==> config.mk <==
export PLATFORM = sky130hd
export DESIGN_NAME = tlc_multi
export DESIGN_NICKNAME = d
export VERILOG_FILES = /design/src/rtl/tlc_multi.sv
export SDC_FILE = /design/constraint.sdc
export NUM_CORES = 1
export LEC_CHECK = 0
export ABC_AREA = 1
export CAP_MARGIN = 20
export CELL_PAD_IN_SITES_DETAIL_PLACEMENT = 1
export CELL_PAD_IN_SITES_GLOBAL_PLACEMENT = 1
export CORE_MARGIN = 8
export CORE_UTILIZATION = 37
export CTS_CLUSTER_DIAMETER = 40
export DETAILED_ROUTE_END_ITERATION = 10
export PLACE_DENSITY = 0.9
export SYNTH_ARGS = -nofsm -noshare
export SYNTH_HDL_FRONTEND = slang
export SYNTH_SLANG_ARGS = --single-unit
==> constraint.sdc <==
create_clock -name clk -period 2.2 [get_ports clk]
set_clock_uncertainty 0.1 [all_clocks]
set_input_delay 0.44 -clock clk [delete_from_list [all_inputs] [get_ports clk]]
set_output_delay 0.44 -clock clk [all_outputs]
set_load 0.01 [all_outputs]
==> src/rtl/tlc_multi.sv <==
// tlc_multi: N-approach traffic light controller with round-robin service and latched requests
module tlc_multi #(
  parameter int N         = 4,
  parameter int IDX_W     = 2,
  parameter int GREEN_MIN = 4,
  parameter int GREEN_MAX = 12,
  parameter int YELLOW_T  = 2,
  parameter int ALLRED_T  = 1,
  parameter int CNT_W     = 8
) (
  input  logic             clk,
  input  logic             reset,
  input  logic [N-1:0]     sen,
  output logic [N-1:0]     red,
  output logic [N-1:0]     yellow,
  output logic [N-1:0]     green,
  output logic [IDX_W-1:0] active,
  output logic [1:0]       phase
);

  typedef enum logic [1:0] {GREEN = 2'd0, YELLOW = 2'd1, ALLRED = 2'd2} state_t;

  state_t           state;
  logic [CNT_W-1:0] timer;
  logic [N-1:0]     req_q;
  logic [N-1:0]     oh;
  logic [N-1:0]     nxt_oh;
  logic [IDX_W-1:0] nxt;
  logic [IDX_W-1:0] idx;
  logic             others;
  logic             go_yellow;
  logic             go_allred;
  logic             go_green;
  logic             green_sat;

  assign oh        = N'(1) << active;
  assign nxt_oh    = N'(1) << nxt;
  assign others    = |(req_q & ~oh);
  assign green_sat = timer == CNT_W'(GREEN_MAX - 1);
  assign go_yellow = state == GREEN && timer >= CNT_W'(GREEN_MIN - 1) && others && (!sen[active] || green_sat);
  assign go_allred = state == YELLOW && timer == CNT_W'(YELLOW_T - 1);
  assign go_green  = state == ALLRED && timer == CNT_W'(ALLRED_T - 1);

  assign green  = state == GREEN  ? oh : '0;
  assign yellow = state == YELLOW ? oh : '0;
  assign red    = state == ALLRED ? '1 : ~oh;
  assign phase  = state;

  // next approach: nearest pending request after active, scanning downward so the closest wins
  always_comb begin
    nxt = active;
    idx = '0;
    for (int k = N - 1; k >= 1; k--) begin
      idx = IDX_W'((int'(active) + k) % N);
      if (req_q[idx]) nxt = idx;
    end
  end

  // phase sequencing, timer and request latching
  always_ff @(posedge clk or negedge reset) begin
    if (!reset) begin
      state  <= GREEN;
      active <= '0;
      timer  <= '0;
      req_q  <= '0;
    end else begin
      req_q <= (req_q | (sen & ~(state == GREEN ? oh : '0))) & ~(go_green ? nxt_oh : '0);
      if (go_yellow) begin
        state <= YELLOW;
        timer <= '0;
      end else if (go_allred) begin
        state <= ALLRED;
        timer <= '0;
      end else if (go_green) begin
        state  <= GREEN;
        active <= nxt;
        timer  <= '0;
      end else if (!(state == GREEN && green_sat)) begin
        timer <= timer + 1'b1;
      end
    end
  end

endmodule

==> results.yml <==
finish:
  final_core_util: 0.4800
  fin_area_mm2: 0.001589
  multi_input_area_um2: 714.4
  regArea_um2: 401.6
  layout.nets: 229
  areaGrowthSynthToFinish_pct: 24.88
  fillCellCount: 466
  drive_above_1_share: 0.1869
  antennaDiodeCount: 0
place:
  place.gp.congestion: 0.7814
  placed_area_mm2: 0.001551
  dp_hpwl_um: 2963
  io_buffers: 21
logic_synthesis:
  synth_edf_count: 0
  synth_nets: 199
  synth_area_mm2: 0.001272
  async_flop_share: 1.000
  synth_cell_type_count: 24
  synth.cells.most_frequent: "nand2_1 (45), inv_1 (35), nor2_1 (21), dfrtp_1 (16), nand2_2 (12)"
  avgSynthCellArea_um2: 6.841
  synthTopCellsByArea: "dfrtp_1 (31%), nand2_1 (13%), inv_1 (10%)"
  synth_ff_type: "dfrtp_1"
  yosysTopAreaCell: "dfrtp_1"
  synth_cells: 186
  synth-seq-area-share: 0.3147
  yosysWarnings: 0
  ys_ff_latch: 16
  yosysMostFrequentCell: "nand2_1"
  synth_top_area_frac: 0.3147
worst_setup_path:
  slowest_stage: "dfrtp_1"
  startpoint_type: "flop"
  worstPathMaxFanout: 5
  crit_type: "flop to output port"
  worstPathCellList: "inv_2 > ha_1 > inv_1 > nor2_1 > dlygate4sd2_1"
  reg2reg_slack_ns: 0.39
  end_kind: "output port"
  slowest_delay_ns: 0.43
  required_ns: 1.66
  critical_path_arrival_ns: 1.55
  reg2reg_depth: 11
run:
  max_cap_viol_count: 0
routing:
  drc_errors: 0
  viasPerCell: 4.750
  dr.pass1.iters: 5
  wire_per_inst_um: 14.00
  final_antenna_net_count: 0
  num_vias: 1235
  drtIter0Drc: 41
  routed_wl_um: 3640
floorplanning:
  start_util: 0.3844
  core_area_mm2: 0.003311
  ios: 22
  dieHeight_um: 74.65
  dieArea_mm2: 0.005572
  rows: 21
  chipWidth_um: 74.65
clock_tree:
  cts.sinks: 16
  ctsLongestPathBuffers: 2
  cts_buffers: 3
  clock-root-buffer: "clkbuf_4"
  cts_max_level: 1
  cts_tree: "done"
  clk_pin_slew_ns: 0.09
  holdBufCountCts: 0
  clk_latency_ns: 0.29
timing:
  setup_viol: 0
  hold_viol: 0
  max_slew.worst_pin.slew_ns: 0.2929
  fin_setup_tns_ns: 0
  max_freq_ghz: 0.4794
  slew_violations: 0
  final.min_clock_period_ns: 2.086
  maxSlewHeadroom: 0.8040
  rsz0062_at_grt: "false"
  min_period_over_period: 0.9483
power:
  power_density_mw_per_mm2: 1336
  power_w: 0.002123
  irDropWorstVdd_mv: 0.5731
  p_leak_nw: 0.8528
status:
  status: "complete, no violations"
global_routing:
  grt_pass1_wl_um: 6175
  grt_max_degree: 17
  track_usage: 0.1431
  grt-ovfl-total: 0
  grt_pass1_vias: 1317
  antenna_found_initial: 0
worst_hold_path:
  worstHoldPathType: "input pin to async pin"
worst paths after layout:
path,startpoint,end
max,active[1],green[1]
min,reset,phase[0]
max reg2reg,active[0],req_q[3]
min reg2reg,phase[1],phase[1]
max in group asynchronous,reset,active[0]
min in group clk,phase[1],phase[1]
cells by family (layout without fill, tap and decap cells):
family	count (synthesis)	in the layout	share of synthesized area
AND/OR/NAND/NOR	104	104	0.3973
buffers and inverters	40	68	0.1298
AO/OA/AOI/OAI	16	16	0.06883
flip-flops	16	16	0.3146
adder cells (fa/ha/maj)	7	7	0.06883
XOR/XNOR	3	3	0.02065
registers in the layout, summed over array words and instances (netlist names):
register,cells
phase,2
req_q,4
active,2
timer,8
metal layers:
metal	up-vias	GRT usage	part of all wire
met4	0	0.02609	0.0074
li1	629	-	-
met5	-	0	0
met2	18	0.2517	0.51
met3	2	0.02929	0.031
met1	586	0.1754	0.46
stage by stage:
step	instances	hold slack (ns)	setup slack (ns)
global route	260	0.3876	0.007086
finish	260	0.3592	0.1138
global placement	255	0.4487	0.07916
floorplan	186	0.04441	0.4572
detailed placement	255	0.4524	0.04362
CTS	260	0.3634	0.03327
cell type report:
| class | instances | area share |
|---|---|---|
| multi-input combinational | 130 | 0.4496 |
| sequential | 16 | 0.2528 |
| timing repair buffer | 26 | 0.1504 |
| inverter | 39 | 0.09685 |
| tap | 46 | 0.03622 |
| clock buffer | 3 | 0.01417 |
critical path, delay by kind of cell, from the launching register on:
kind                       cells  cell delay, ns
adders and majority gates      1            0.19
buffers and inverters          3            0.48
DFF                            1            0.43
and+or+nand+nor                1            0.15
cell usage in the layout (no fill, tap or decap):
cell / count
nor3_2: 2
a21oi_1: 2
nand4_1: 5
o21ai_1: 1
inv_2: 4
nand3_1: 7
nor3_4: 1
clkbuf_4: 3
o21ai_0: 11
o2111ai_1: 1
dfrtp_1: 15
nand3_2: 3
xnor2_1: 1
nor2_2: 4
inv_1: 34
inv_8: 1
clkdlybuf4s50_1: 9
nor2_4: 1
dfrtp_2: 1
buf_4: 5
nor2_1: 20
dlymetal6s2s_1: 1
dlygate4sd2_1: 9
xor2_1: 2
nand2_2: 13
nor3_1: 4
o21ai_2: 1
clkdlybuf4s15_1: 2
nand2_1: 44
ha_2: 1
ha_1: 6
power breakdown:
part	internal [W]	switching [W]	total (W)	leakage, nW
logic	0.000560	0.000904	0.00146	0.650
registers	0.000380	0.000122	0.000502	0.189
clock network	0.0000637	0.0000933	0.000157	0.0138
total	0.00100	0.00112	0.00212	0.853
timing repair:
item	CTS	global route
endpoints found under the setup margin	12	2
pin swaps	0	0
buffers inserted	2	0
endpoints found under the hold margin	0	0
gates resized for setup	15	4
Power figures use the tool's default switching activity.
